==> src/rtl/hub75_pkg.sv <==
// Shared constants for the HUB75 panel path: scan states, pixel-pair bit layout
// and default panel geometry used by the scan controller and the LED output stage.
package hub75_pkg;

   localparam int unsigned COLS_DEF   = 32;
   localparam int unsigned ROWS_DEF   = 8;
   localparam int unsigned ADDR_W_DEF = 3;
   localparam int unsigned DIV_DEF    = 6;
   localparam int unsigned PIX_W      = 6;

   localparam logic [2:0] ST_IDLE     = 3'd0;
   localparam logic [2:0] ST_SHIFT_LO = 3'd1;
   localparam logic [2:0] ST_SHIFT_HI = 3'd2;
   localparam logic [2:0] ST_BLANK    = 3'd3;
   localparam logic [2:0] ST_LATCH    = 3'd4;

   // Bit positions inside a {R1,G1,B1,R2,G2,B2} pixel pair
   localparam int unsigned R1_BIT = 5;
   localparam int unsigned G1_BIT = 4;
   localparam int unsigned B1_BIT = 3;
   localparam int unsigned R2_BIT = 2;
   localparam int unsigned G2_BIT = 1;
   localparam int unsigned B2_BIT = 0;

endpackage

==> src/rtl/hub75_phase_div.sv <==
// Panel-clock phase divider: counts DIV system cycles per phase and flags the
// last cycle of each phase; clr holds the count at zero while the scan is idle.
module hub75_phase_div
   import hub75_pkg::*;
#(
   parameter int unsigned DIV  = DIV_DEF,
   parameter int unsigned PH_W = $clog2(DIV) + 1
) (
   input  logic            Clkin,
   input  logic            Rstin,
   input  logic            clr,
   output logic [PH_W-1:0] phase,
   output logic            phase_end_c
);

   logic [PH_W-1:0] phase_q;
   logic [PH_W-1:0] phase_d;

   always_comb begin
      phase_end_c = (phase_q == PH_W'(DIV - 1));
      phase_d     = phase_q + PH_W'(1);
      if (clr || phase_end_c) begin
         phase_d = '0;
      end
   end

   always_ff @(posedge Clkin) begin
      if (Rstin) begin
         phase_q <= '0;
      end else begin
         phase_q <= phase_d;
      end
   end

   assign phase = phase_q;

endmodule

==> src/rtl/hub75_scan_ctrl.sv <==
// HUB75 row-scan controller: fetches pixel pairs, shifts them out with the panel
// clock, then blanks and latches each row. Define SCAN_TESTPAT_EN for an internal test pattern.
module hub75_scan_ctrl
   import hub75_pkg::*;
#(
   parameter int unsigned COLS   = COLS_DEF,
   parameter int unsigned ROWS   = ROWS_DEF,
   parameter int unsigned ADDR_W = ADDR_W_DEF,
   parameter int unsigned DIV    = DIV_DEF,
   parameter int unsigned COL_W  = $clog2(COLS)
) (
   input  logic                    Clkin,
   input  logic                    Rstin,
   input  logic                    en,
   output logic [ADDR_W+COL_W-1:0] rd_addr,
   input  logic [PIX_W-1:0]        rd_data,
   output logic                    R1,
   output logic                    G1,
   output logic                    B1,
   output logic                    R2,
   output logic                    G2,
   output logic                    B2,
   output logic                    Clk,
   output logic                    Lat,
   output logic                    OE,
   output logic                    A,
   output logic                    B,
   output logic                    C,
   output logic                    frame_start
);

   localparam int unsigned PH_W = $clog2(DIV) + 1;

   logic [2:0]              state_q, state_d;
   logic [COL_W-1:0]        col_q, col_d;
   logic [ADDR_W-1:0]       row_q, row_d;
   logic                    shown_q, shown_d;
   logic [ADDR_W+COL_W-1:0] rd_addr_q, rd_addr_d;
   logic [PIX_W-1:0]        pix_q, pix_d;
   logic                    clk_q, clk_d;
   logic                    lat_q, lat_d;
   logic                    oe_q, oe_d;
   logic [ADDR_W-1:0]       abc_q, abc_d;
   logic                    fs_q, fs_d;
   logic [PH_W-1:0]         phase;
   logic                    phase_end_c;
   logic                    clr_c;
   logic                    shifting_c;
   logic                    latch_entry_c;
   logic [PIX_W-1:0]        pix_c;

   assign clr_c = (state_q == ST_IDLE);

   hub75_phase_div #(
      .DIV  (DIV),
      .PH_W (PH_W)
   ) u_phase_div (
      .Clkin       (Clkin),
      .Rstin       (Rstin),
      .clr         (clr_c),
      .phase       (phase),
      .phase_end_c (phase_end_c)
   );

   // Pixel source for the column being fetched
`ifdef SCAN_TESTPAT_EN
   always_comb begin
      pix_c         = '0;
      pix_c[R1_BIT] = col_q[0];
      pix_c[R2_BIT] = col_q[0];
      pix_c[G1_BIT] = row_q[0];
      pix_c[G2_BIT] = row_q[0];
      pix_c[B1_BIT] = (col_q == COL_W'(row_q));
      pix_c[B2_BIT] = (col_q == COL_W'(row_q));
   end
`else
   assign pix_c = rd_data;
`endif

   always_comb begin
      state_d = state_q;
      col_d   = col_q;
      row_d   = row_q;
      shown_d = shown_q;
      case (state_q)
         ST_IDLE: begin
            if (en) begin
               state_d = ST_SHIFT_LO;
               col_d   = '0;
            end
         end
         ST_SHIFT_LO: begin
            if (phase_end_c) state_d = ST_SHIFT_HI;
         end
         ST_SHIFT_HI: begin
            if (phase_end_c) begin
               if (col_q == COL_W'(COLS - 1)) begin
                  state_d = ST_BLANK;
               end else begin
                  col_d   = col_q + COL_W'(1);
                  state_d = ST_SHIFT_LO;
               end
            end
         end
         ST_BLANK: begin
            if (phase_end_c) state_d = ST_LATCH;
         end
         ST_LATCH: begin
            if (phase_end_c) begin
               row_d   = (row_q == ADDR_W'(ROWS - 1)) ? '0 : row_q + ADDR_W'(1);
               shown_d = 1'b1;
               col_d   = '0;
               state_d = en ? ST_SHIFT_LO : ST_IDLE;
            end
         end
         default: state_d = ST_IDLE;
      endcase

      // Panel outputs are registered so they line up with the state they belong to
      shifting_c    = (state_d == ST_SHIFT_LO) || (state_d == ST_SHIFT_HI);
      latch_entry_c = (state_q == ST_BLANK) && phase_end_c;
      clk_d         = (state_d == ST_SHIFT_HI);
      lat_d         = (state_d == ST_LATCH);
      oe_d          = !(shifting_c && shown_d);
      abc_d         = latch_entry_c ? row_q : abc_q;
      fs_d          = latch_entry_c && (row_q == '0);
      rd_addr_d     = rd_addr_q;
      if ((state_d == ST_SHIFT_LO) && (state_q != ST_SHIFT_LO)) begin
         rd_addr_d = {row_d, col_d};
      end
      pix_d = pix_q;
      if ((state_q == ST_SHIFT_LO) && (phase == '0)) begin
         pix_d = pix_c;
      end
   end

   always_ff @(posedge Clkin) begin
      if (Rstin) begin
         state_q   <= ST_IDLE;
         col_q     <= '0;
         row_q     <= '0;
         shown_q   <= 1'b0;
         rd_addr_q <= '0;
         pix_q     <= '0;
         clk_q     <= 1'b0;
         lat_q     <= 1'b0;
         oe_q      <= 1'b1;
         abc_q     <= '0;
         fs_q      <= 1'b0;
      end else begin
         state_q   <= state_d;
         col_q     <= col_d;
         row_q     <= row_d;
         shown_q   <= shown_d;
         rd_addr_q <= rd_addr_d;
         pix_q     <= pix_d;
         clk_q     <= clk_d;
         lat_q     <= lat_d;
         oe_q      <= oe_d;
         abc_q     <= abc_d;
         fs_q      <= fs_d;
      end
   end

   assign rd_addr     = rd_addr_q;
   assign R1          = pix_q[R1_BIT];
   assign G1          = pix_q[G1_BIT];
   assign B1          = pix_q[B1_BIT];
   assign R2          = pix_q[R2_BIT];
   assign G2          = pix_q[G2_BIT];
   assign B2          = pix_q[B2_BIT];
   assign Clk         = clk_q;
   assign Lat         = lat_q;
   assign OE          = oe_q;
   assign A           = abc_q[0];
   assign B           = abc_q[1];
   assign C           = abc_q[2];
   assign frame_start = fs_q;

endmodule

==> config.mk <==
export PLATFORM = sky130hd
export DESIGN_NAME = hub75_scan_ctrl
export DESIGN_NICKNAME = d
export VERILOG_FILES = /design/src/rtl/hub75_pkg.sv /design/src/rtl/hub75_phase_div.sv /design/src/rtl/hub75_scan_ctrl.sv
export SDC_FILE = /design/constraint.sdc
export NUM_CORES = 1
export LEC_CHECK = 0
export CAP_MARGIN = 20
export CORE_MARGIN = 5
export CORE_UTILIZATION = 40
export CTS_CLUSTER_DIAMETER = 40
export CTS_CLUSTER_SIZE = 10
export DETAILED_ROUTE_END_ITERATION = 10
export MAX_ROUTING_LAYER = met4
export SLEW_MARGIN = 10
export SYNTH_ARGS = -nofsm -noshare
export SYNTH_HDL_FRONTEND = slang
export SYNTH_SLANG_ARGS = --single-unit
==> constraint.sdc <==
create_clock -name Clkin -period 3.85 [get_ports Clkin]
set_input_delay 0.385 -clock Clkin [delete_from_list [all_inputs] [get_ports Clkin]]
set_output_delay 0.385 -clock Clkin [all_outputs]
set_load 0.005 [all_outputs]
After elaboration in Yosys (flattened, before gate mapping)
Cells that the tools add are included.
{"block": "classes", "eq_ne": 11, "muxes": 18, "n_reduce_logical": 12, "add_sub_neg": 3}
{"op": "two-way mux 3 bit", "count": 8}
{"op": "two-way mux 5 bit", "count": 4}
{"op": "one-hot mux 3 bit (5 select lines)", "count": 1}
{"op": "one-hot mux 5 bit (3 select lines)", "count": 1}
{"op": "equality test 3 x 2 -> 1 bit (second input constant)", "count": 3}
{"op": "equality test 3 bit (second input constant)", "count": 3}
{"op": "equality test 3 x 1 -> 1 bit (second input constant)", "count": 2}
{"op": "logical NOT 3 bit", "count": 2}
{"op": "adder 5 x 1 -> 5 bit (second input constant)", "count": 1}
{"op": "equality test 5 bit (second input constant)", "count": 1}
{"op": "logical AND 1 bit", "count": 5}
{"op": "adder 4 x 1 -> 4 bit (second input constant)", "count": 1}
{"op": "equality test 4 x 3 -> 1 bit (second input constant)", "count": 1}
{"op": "logical NOT 4 bit", "count": 1}
{"op": "adder 3 x 1 -> 3 bit (second input constant)", "count": 1}
{"op": "two-way mux 1 bit", "count": 3}
{"op": "!= test 3 x 1 -> 1 bit (second input constant)", "count": 1}
{"op": "logical OR 1 bit", "count": 2}
{"op": "two-way mux 2 bit", "count": 1}
{"op": "OR reduction 2 bit", "count": 1}
{"op": "logical NOT 1 bit", "count": 1}
{"block": "totals", "elab_cells": 56, "in_bits": 9, "regBits": 37}

Depth between registers and ports, before layout
Gate-level depths: netlist of run 1.
{"block": "depth", "ltp_word": 8, "mapped_depth": 8}

By module
A second synthesis of run 1 with hierarchy kept.
{"block": "hier_totals", "hier_cells": 177, "hier_area_um2": 1632.8}
{"mod": "hub75_scan_ctrl", "cells_per_inst": 161, "seq_area_each_um2": 660.6, "area_per_inst_um2": 1458.9, "n_inst": 1}
{"mod": "hub75_phase_div", "cells_per_inst": 16, "seq_area_each_um2": 80.1, "area_per_inst_um2": 173.9, "n_inst": 1}

Worst setup path before layout of run 1
No wires, ideal clock.
{"block": "synth_path", "kind": "register to register", "from": "register col_q[0]", "to": "register rd_addr_q[4], in the netlist rd_addr[4]", "setup_time_ns": 0.132, "path_slack_ns": 2.237, "synth_period_minus_slack_ns": 1.613, "t_arrival_ns": 1.481, "path_buffers": 1, "path_stages_with_launch": 8, "cell_sequence": "dfxtp_1 > ha_1 > nand4_2 > and3_4 > a31o_4 > buf_6 > mux2i_1 > nor2b_1"}
{"block": "synth_via", "elab_chain_len": 6, "word_cells_on_any_way": 10, "classes_between": "1 x add/sub; 2 x eq/ne; 6 x mux; 1 x reduce/logical"}
{"element": "start, declared", "line_no": "hub75_scan_ctrl.sv:35", "text": "logic [COL_W-1:0] col_q, col_d;"}
{"element": "start signal, assigned", "line_no": "hub75_scan_ctrl.sv:152", "text": "col_q <= col_d;"}
{"element": "equality test 5 bit", "line_no": "hub75_scan_ctrl.sv:97", "text": "if (col_q == COL_W'(COLS - 1)) begin"}
{"element": "two-way mux 2 bit", "line_no": "hub75_scan_ctrl.sv:97"}
{"element": "two-way mux 3 bit", "line_no": "hub75_scan_ctrl.sv:96", "text": "if (phase_end_c) begin"}
{"element": "one-hot mux 3 bit (5 select lines)", "line_no": "hub75_scan_ctrl.sv:85", "text": "case (state_q)"}
{"element": "equality test 3 x 1 -> 1 bit", "line_no": "hub75_scan_ctrl.sv:128", "text": "if ((state_d == ST_SHIFT_LO) && (state_q != ST_SHIFT_LO)) begin"}
{"element": "logical AND 1 bit", "line_no": "hub75_scan_ctrl.sv:128"}
{"element": "end signal, assigned", "line_no": "hub75_scan_ctrl.sv:155", "text": "rd_addr_q <= rd_addr_d;"}
{"element": "end, declared", "line_no": "hub75_scan_ctrl.sv:38", "text": "logic [ADDR_W+COL_W-1:0] rd_addr_q, rd_addr_d;"}
Parallel ways exist; a longest one is shown, timed or not.
A chain may end at the register's enable or synchronous reset.

Final worst setup path of run 1
{"block": "layout_path", "from": "register u_phase_div.phase_q[0], in the netlist u_phase_div.phase[0]", "to": "register rd_addr_q[4], in the netlist rd_addr[4]"}
{"block": "layout_via", "elab_chain_len": 5, "word_cells_on_any_way": 11, "classes_between": "2 x eq/ne; 8 x mux; 1 x reduce/logical"}
{"element": "start, declared", "line_no": "hub75_phase_div.sv:16", "text": "logic [PH_W-1:0] phase_q;"}
{"element": "start signal, assigned", "line_no": "hub75_phase_div.sv:31", "text": "phase_q <= phase_d;"}
{"element": "equality test 4 x 3 -> 1 bit (*)", "line_no": "hub75_phase_div.sv:20", "text": "phase_end_c = (phase_q == PH_W'(DIV - 1));"}
{"element": "two-way mux 3 bit, on equally long branches"}
{"element": "one-hot mux 3 bit (5 select lines)", "line_no": "hub75_scan_ctrl.sv:85"}
{"element": "equality test 3 x 1 -> 1 bit", "line_no": "hub75_scan_ctrl.sv:128"}
{"element": "logical AND 1 bit", "line_no": "hub75_scan_ctrl.sv:128"}
Mark *: on every way between the ends. The rest lies on a longest branch, timed or not.

==> run metrics, run 1 <==
Fin Setup TNS=0 ps; Slowest Stage Delay on Critical Path=430 ps; Mapped Nets=193; Post-CTS Setup Inserts=0; initial antenna violation count=0; syn avg cell area=9.388 sq um; GPL Wtd Cong=0.7867; total number of vias=1338; routed vias/inst=5.227; GRT overflow=0; vias in the first global route=1273; synthesized instance count=177; synth-to-layout area growth=24.55%; Starting Density=41.54%; Die Y=74.45 um; Die ar.=5543 sq um; fmax=518.5 MHz; Leak=0.0007990 uW; final setup fails=0; worst path required time=4070 ps; slowest CP cell=and3b_1; startpoint types=flip-flop; final worst slack=1921 ps; PwrDens=353.2 nW/um^2; TritonCTS Buffers=5; Final Max Tran Viols=0; pre-CTS setup slack=1926 ps; H-tree levels=2; crit path DAT=2150 ps; Horiz. Die Dim=74.45 um; share of cells above drive strength 1=10.19%; # IOs=30; clock slew at the register clock pins of the worst setup and hold paths=70 ps; sequential cell area fraction in the yosys report=44.58%; Util after Layout=51.74%; Row Count=23; Final #Nets=222; maximum vdd drop=0.2814 mV; worst-path fanout max=13; Pre-Repair DR Iteration Count=4; Clock Sinks=37; worst-skew pair later-pin latency=280 ps; Final Hold Vio Count=0; multi-input logic area=848.3 sq um; Max Cap Viol=0; hpwl dp=2393 um; worst setup path class=flip-flop to flip-flop; unrepaired setup endpoints after global routing=false; Post-Syn Area=1662 sq um; Sequential Area=740.7 sq um; number of port buffers=29; # fillers=364; largest net degree at the start of global routing=33; routed len/inst=12.98 um; worst relative slew slack=59.21%; first-pass GRT wire length=5713 um; hold crit path type=flip-flop to flip-flop; synth warn=0; Clock Path Buffers=2; crit end category=flip-flop; remaining antenna violation count=0; hold_ws=454.7 ps; flip-flop and latch count after synthesis=37; CTS tree=done; Critical Path, Cell by Cell=ha_1, and3b_1, and3_4, a31o_4, mux2i_1, nor2b_1; DRT iter0 DRCs=82; Max Clock Skew=4.363 ps; final WL=3323 um; Cell Count, Final, Fillers Out=256; Placed Instances=249; DRC violations left=0; outcome=finished, final reports clean; fin crit share=50.09%; n_diodes=0; Distinct cells, synth=42; Slew @ Worst Pin=611.0 ps; Resize count post-CTS=0; Final min period=1929 ps; GRT Total Usage=13.78%; Post-CTS Hold Buffers=0; core area=4000 sq um; root buffer cell=clkbuf_8
[per-stage QoR]
step / total power, uW / area (sq um)
final: 731.0 / 2069
after global placement: 465.0 / 1979
after floorplan: 438.5 / 1662
after global routing: 767.0 / 2069
after detailed placement: 465.9 / 1979
after CTS: 743.3 / 2069
[cell usage after synthesis, drive strengths merged]
cell,instances,area [sq um]
nor3,5,30.03
and3,3,23.77
o221a,1,11.26
inv,8,30.03
a32o,1,10.01
a311oi,2,17.52
nor2b,3,18.77
ha,7,87.58
o21ai,4,20.02
and3b,1,8.760
xor2,1,8.760
nand4,1,12.51
a211oi,3,37.54
xnor2,1,8.760
and2,1,6.260
o211ai,1,7.510
a21oi,14,73.82
buf,5,31.28
nor2,26,97.59
and4,1,8.760
dfxtp,37,740.7
nor3b,1,18.77
a21bo,1,10.01
nand3,6,30.03
or3b,1,8.760
nand2,11,41.29
o21a,2,15.01
a31oi,3,18.77
or3,1,6.260
a31o,1,17.52
mux2i,12,120.1
clkbuf,3,11.26
o22ai,1,6.260
a41o,1,10.01
nand3b,3,26.27
or2,2,12.51
nor4b,2,17.52
[layer usage]
| layer | up-vias | wire [um] | track usage (%) | share of wire (%) |
|---|---|---|---|---|
| met4 | 0 | 31 | 4.743 | 0.93 |
| met3 | 4 | 187 | 5.405 | 5.6 |
| met5 | - | 0 | - | 0 |
| met1 | 623 | 1494 | 16.09 | 45 |
| li1 | 677 | - | - | - |
| met2 | 34 | 1609 | 21.56 | 48 |
[report_power, final]
part           switching (uW)  leakage (uW)  internal, uW
logic                    27.6      0.000456          31.7
registers                7.09      0.000300           390
clock network             133     0.0000433           141
[critical path: cells and delay by family, from the launching register on]
| family | cells | cell delay [ps] |
|---|---|---|
| AND/OR/NAND/NOR | 3 | 880 |
| flip-flops | 1 | 400 |
| AO/OA/AOI/OAI | 1 | 190 |
| adder cells (fa/ha/maj) | 1 | 210 |
| multiplexers | 1 | 190 |
[cells in the final DEF (no fill, tap or decap), types with 2 or more instances in the layout]
cell             Yosys  routed
a211oi_2             3       3
nor2b_1              3       3
a311oi_1             2       2
ha_1                 7       7
and3_1               2       2
clkbuf_8             0       6
nand3b_1             2       2
nor4b_1              2       2
nor2_1              26      26
or2_2                2       2
o21a_1               2       2
a31oi_1              3       3
inv_1                8       8
dfxtp_1             37      37
clkdlybuf4s50_1      0      29
nor3_1               4       4
nand3_1              6       6
mux2i_1             12      12
o21ai_0              4       4
nand2_1             11      11
a21oi_1             13      13
[layout make-up]
cell class | instances | share of cell area, %
clock inverter | 1 | 0.3628
inverter | 8 | 1.451
clock buffer | 6 | 3.990
timing repair buffer | 30 | 14.39
multi-input combinational | 124 | 40.99
sequential | 37 | 35.79
tap | 50 | 3.023
[kinds of logic (layout without fill, tap and decap cells)]
family                     Yosys count  in the layout  synth area share [%]
adders and majority gates            7              7                 5.271
DFF                                 37             37                 44.58
AOI/OAI and AO/OA                   35             35                 15.36
buffers and inverters               16             45                 4.367
xor gates and xnor gates             2              2                 1.054
muxes                               12             12                 7.229
and+or+nand+nor                     68             68                 22.14
[worst paths after layout]
| kind | slack [ps] | cells after the start | to | from |
|---|---|---|---|---|
| max | 1920 | 6 | rd_addr[4] | u_phase_div.phase[0] |
| min | 450 | 2 | rd_addr[3] | rd_addr[3] |
| max reg2reg | 1920 | 6 | rd_addr[4] | u_phase_div.phase[0] |
| min reg2reg | 450 | 2 | rd_addr[3] | rd_addr[3] |
[flip-flops by register name, indices dropped and copies added, names as in the netlist]
| name | cells |
|---|---|
| shown_q | 1 |
| frame_start | 1 |
| state_q | 3 |
| OE | 1 |
| pix_q | 6 |
| rd_addr | 8 |
| u_phase_div.phase | 4 |
| Lat | 1 |
| abc_q | 3 |
| col_q | 5 |
| Clk | 1 |
| row_q | 3 |
Note: power is estimated with default switching activity, not from simulation.
==> run 2, diff against run 1 <==
--- a/config.mk
+++ b/config.mk
@@ -12,6 +12,7 @@
 export CTS_CLUSTER_SIZE = 10
 export DETAILED_ROUTE_END_ITERATION = 10
 export MAX_ROUTING_LAYER = met4
+export PLACE_DENSITY = 0.66
 export SLEW_MARGIN = 10
 export SYNTH_ARGS = -nofsm -noshare
 export SYNTH_HDL_FRONTEND = slang
==> constraint.sdc (replaced) <==
create_clock -name Clkin -period 1.7 [get_ports Clkin]
set_input_delay 0.17 -clock Clkin [delete_from_list [all_inputs] [get_ports Clkin]]
set_output_delay 0.17 -clock Clkin [all_outputs]
set_load 0.005 [all_outputs]
==> run 2 against run 1 <==
Global-route usage grew 1.3 points. Via count grew 8.3%. Non-clock buffer count is 16 higher. Power rose by 150%. Largest cell class unchanged. Sequential cell count stayed put. Clock skew up 2.1 ps. Critical path depth is 3 higher. Sequential power rose by 130%. First-iteration DRC count grew 55%.
==> run metrics, run 2 (synthesis results as in run 1) <==
power share of the combinational group=8.9%; Placed Instances=264; Post-CTS Hold Buffers=0; Final Cell Area=2246 sq um; Clock Sinks=37; Max Cap Viol=0; Max Clock Skew=6.508 ps; FF-to-FF Start=u_phase_div.phase[1]; delay-heaviest family, CP=simple AND/OR/NAND/NOR gates; commonest cells after routing, fill and taps aside=35 x dfxtp_1, 29 x clkdlybuf4s50_1, 25 x nor2_1, 17 x buf_4, 12 x mux2i_1; worst path required time=1930 ps; Die Y=74.45 um; Horiz. Die Dim=74.45 um; PwrDens=812.0 nW/um^2; CTS tree=done; hold crit path type=flip-flop to flip-flop; Slowest Stage Delay on Critical Path=330 ps; Starting Density=41.54%; GPL Wtd Cong=0.8963; synth-to-layout area growth=35.17%; worst-path fanout max=6; Worst R2R End=rd_addr[4]; fin crit share=98.87%; Leak=0.0009032 uW; GRT Total Usage=15.11%; Die ar.=5543 sq um; Cell Count, Final, Fillers Out=273; share of cells above drive strength 1=21.52%; Final #Nets=238; total number of vias=1449; CP dominant cell by count=buf_4; worst relative slew slack=75.39%; part of the power in registers=49.1%; reg2reg path depth=9; clock network fraction of total power=42.1%; TritonCTS Buffers=5; worst setup path class=flip-flop to flip-flop; largest net degree at the start of global routing=14; Critical Path Stages=9; initial antenna violation count=0; Final Hold Vio Count=0; Critical Path End=rd_addr[4]; Clock Path Buffers=2; final worst slack=19.29 ps; P_int=1410 uW; clock slew at the register clock pins of the worst setup and hold paths=80 ps; critical path startpoint=u_phase_div.phase[1]; final WL=3984 um; Critical Path, Cell by Cell=inv_1, ha_1, buf_4, nand3b_2, buf_4, nor3_1, o22ai_1, mux2i_1, nor2b_1; Pre-Repair DR Iteration Count=4; core area=4000 sq um; # IOs=30; number of port buffers=29; DRC violations left=0; maximum vdd drop=0.9929 mV; commonest non-fill, non-tap cell in the layout=dfxtp_1; vias in the first global route=1371; max FFs per register=8; n_diodes=0; first-pass GRT wire length=6196 um; Final Max Tran Viols=0; r2r setup slk=20 ps; crit path DAT=1910 ps; Switch Pwr=414.0 uW; unrepaired setup endpoints after global routing=true; DRT iter0 DRCs=127; startpoint types=flip-flop; Slew @ Worst Pin=368.6 ps; H-tree levels=2; final setup fails=0; GRT overflow=0; root buffer cell=clkbuf_8; Row Count=23; worst-skew pair later-pin latency=290 ps; Worst Path Buf+Inv=3; hpwl dp=2837 um; # fillers=354; Final min period=1681 ps; routed vias/inst=5.308; outcome=finished, final reports clean; pre-CTS setup slack=-10.15 ps; hold_ws=465.7 ps; routed len/inst=14.59 um; Util after Layout=56.15%; remaining antenna violation count=0; slowest CP cell=dfxtp_2; fmax=595.0 MHz; dpl cell area=2092 sq um; Sw Share=22.70%; crit end category=flip-flop
## run 2: cell count changes in the layout (fill, tap and decap cells not counted), sizes merged
cell and change:
buf +16, clkbuf -1, clkinv +1, bufinv +1
## run 2: worst min-delay path, cell delays in order, from the launching register on
cell and delay (ps):
dfxtp_1 320, nand2_1 50, a21oi_1 60
## run 2: timing repair
item | CTS | global route
setup endpoints to repair | 1 | 11
gates resized for setup | 2 | 9
buffers inserted | 0 | 1
pin swaps | 0 | 2
## run 2: layout make-up
class	count	area [sq um]	area share, %
tap	50	62.56	2.786
sequential	37	743.2	33.09
multi-input combinational	124	877.1	39.05
clock buffer	5	68.82	3.064
clock inverter	3	46.29	2.061
timing repair buffer	46	417.9	18.61
inverter	8	30.03	1.337
## run 2: metrics by stage
stage	power, uW	TNS, ps
global route	1907	-61.93
global placement	1069	0
detailed placement	1073	-10.15
finish	1824	0
floorplan	993.1	0
CTS	1837	0
## run 2: worst min-delay path by stage
stage / from / endpoint / slack, ps / cells after the start
6_report: rd_addr[1] / rd_addr[1] / 470 / 2
5_1_grt: shown_q / shown_q / 490 / 2
4_1_cts: rd_addr[1] / rd_addr[1] / 470 / 2
3_5_place_dp: rd_addr[1] / rd_addr[1] / 450 / 2
3_3_place_gp: rd_addr[1] / rd_addr[1] / 440 / 2
2_1_floorplan: Rstin / state_q[1] / 260 / 1
## run 2: power groups by stage
stage	Clock, uW	Combinational [uW]	Sequential, uW
floorplan	0	77.5	916
global placement	0	155	914
detailed placement	0	158	915
CTS	784	159	894
global route	834	176	898
finish	767	162	895
## run 2: routing by layer
| layer | vias to the layer above | share of wire, % | GRT usage, % |
|---|---|---|---|
| met5 | - | 0 | - |
| met4 | 0 | 1.9 | 6.522 |
| met3 | 7 | 5.6 | 3.919 |
| met2 | 50 | 49 | 24.10 |
| met1 | 688 | 44 | 17.92 |
| li1 | 704 | - | - |
==> run 3, diff against run 2 <==
--- a/config.mk
+++ b/config.mk
@@ -5,12 +5,14 @@
 export SDC_FILE = /design/constraint.sdc
 export NUM_CORES = 1
 export LEC_CHECK = 0
+export ABC_AREA = 1
 export CAP_MARGIN = 20
 export CORE_MARGIN = 5
 export CORE_UTILIZATION = 40
 export CTS_CLUSTER_DIAMETER = 40
 export CTS_CLUSTER_SIZE = 10
 export DETAILED_ROUTE_END_ITERATION = 10
+export GPL_ROUTABILITY_DRIVEN = 0
 export MAX_ROUTING_LAYER = met4
 export PLACE_DENSITY = 0.66
 export SLEW_MARGIN = 10
==> run 3 against run 2 <==
Clock power grew 5.2%. Synthesized cell count grew 26%. Die area grew 0.85%. Worst hold slack lost 11 ps. Final area grew 0.67%. Clock-buffer cell count grew 1. Power grew 8.9%. Highest routed layer unchanged. Largest cell class unchanged. Core utilization is essentially flat. Worst setup slack gained 98 ps. Sequential cell count is the same. Largest power group unchanged.
==> run metrics, run 3 <==
outcome=finished, final reports clean; Final #Nets=284; Die Y=74.77 um; core area=4029 sq um; routed vias/inst=4.658; Die ar.=5590 sq um; Pre-Repair DR Iteration Count=4; Row Count=23; commonest cells after routing, fill and taps aside=40 x nor2_1, 40 x nand2_1, 34 x dfxtp_1, 29 x clkdlybuf4s50_1, 27 x inv_1; Max Clock Skew=7.191 ps; hold_ws=455.0 ps; crit end category=flip-flop; CTS tree=done; Final Max Tran Viols=0; commonest register cell after synthesis=dfxtp_1; Leak=0.001009 uW; hold crit path type=flip-flop to flip-flop; H-tree levels=2; flip-flop and latch count after synthesis=37; worst relative slew slack=76.80%; Final Hold Vio Count=0; dpl cell area=2092 sq um; Cell Count, Final, Fillers Out=319; first-pass GRT wire length=6237 um; root buffer cell=clkbuf_8; vias in the first global route=1381; share of cells above drive strength 1=16.36%; worst-skew pair later-pin latency=300 ps; clock slew at the register clock pins of the worst setup and hold paths=80 ps; Clock Sinks=37; n_diodes=0; final WL=3963 um; largest net degree at the start of global routing=17; worst-path fanout max=7; GRT Total Usage=15.34%; hpwl dp=2721 um; fin crit share=93.12%; GRT overflow=0; crit path DAT=1820 ps; Post-synth EDFFs=0; Horiz. Die Dim=74.77 um; Starting Density=41.65%; fraction of registers with async set/reset=0%; sequential cell area fraction in the yosys report=44.15%; # IOs=30; Placed Instances=309; Util after Layout=56.12%; Mapped Nets=239; Final min period=1583 ps; Slew @ Worst Pin=346.5 ps; Final Cell Area=2261 sq um; synthesized instance count=223; max FFs per register=8; fmax=631.7 MHz; largest area contributor in the netlist=dfxtp_1; final setup fails=0; synth warn=0; routed len/inst=12.42 um; total number of vias=1486; Post-CTS Hold Buffers=0; Clock Path Buffers=2; Max Cap Viol=0; maximum vdd drop=0.6150 mV; TritonCTS Buffers=5; startpoint types=flip-flop; DRC violations left=0; Final Total Pwr=1986 uW; PwrDens=878.3 nW/um^2; Post-Syn Area=1678 sq um; DRT iter0 DRCs=91; initial antenna violation count=0; most instantiated cells after synthesis=42 x nand2_1, 41 x nor2_1, 37 x dfxtp_1, 28 x inv_1; worst path required time=1940 ps; syn avg cell area=7.524 sq um; Distinct cells, synth=30; largest cells by area after synthesis=dfxtp_1 44%, nand2_1 9.4%, nor2_1 9.2%, inv_1 6.3%, ha_1 5.2%; top-area cell type share of the netlist area=44.15%; remaining antenna violation count=0; worst setup path class=flip-flop to flip-flop; most numerous cell in the Yosys netlist=nand2_1; synth-to-layout area growth=34.75%; number of port buffers=29
==> run 3: stage by stage <==
stage / setup TNS [ps] / setup WS, ps
global route: -18.66 / -18.66
detailed placement: 0 / 32.47
finish: 0 / 117.0
global placement: 0 / 77.49
floorplan: 0 / 65.46
CTS: 0 / 14.75
==> run 3: final timing paths <==
path | slack [ps] | from | to | cells past startpoint
worst min register to register | 460 | shown_q | shown_q | 2
worst min-delay path | 460 | shown_q | shown_q | 2
worst max register to register | 120 | u_phase_div.phase[1] | rd_addr[4] | 11
worst max-delay path | 120 | u_phase_div.phase[1] | rd_addr[4] | 11
==> run 3: kinds of logic (layout without fill, tap and decap cells) <==
group / after synthesis / after routing / synth area share (%)
and+or+nand+nor: 106 / 107 / 28.56
adders and majority gates: 7 / 7 / 5.220
xor gates and xnor gates: 4 / 4 / 2.088
buffers and inverters: 37 / 82 / 9.172
AOI/OAI and AO/OA: 32 / 32 / 10.81
DFF: 37 / 37 / 44.15
==> run 3: layout make-up <==
class	instances	area, sq um
well taps	50	62.56
clock inverters	2	37.54
inverters	32	125.1
flip-flops and latches	37	744.5
fillers	400	1768
repair buffers	42	387.9
clock buffers	6	82.58
multi-input cells	150	820.8
==> run 3: report_power, final <==
| group | switching [uW] | leakage [uW] | internal [uW] |
|---|---|---|---|
| Clock | 330 | 0.0000574 | 477 |
| Sequential | 18.8 | 0.000302 | 902 |
| Combinational | 128 | 0.000649 | 130 |
==> run 3: worst max-delay path, stage by stage (launching register included) <==
cell and delay, ps:
dfxtp_2 350, inv_2 40, ha_2 180, nand3_4 100, clkinv_4 90, nand2_2 60
nand2_2 60, a21oi_4 260, nand3_4 170, nand2_1 100, nand2_1 50, nor2_1 80
==> run 3: timing repair <==
item	4_1_cts	5_1_grt
buffers inserted	0	1
setup endpoints to repair	0	9
resized for setup	0	14
==> run 3: per-layer routing <==
metal	vias to the layer above	routed length [um]	track usage, %
met4	0	91	8.300
met1	656	1905	18.93
met2	29	1820	23.61
li1	794	-	-
met3	7	145	2.937
met5	-	0	-
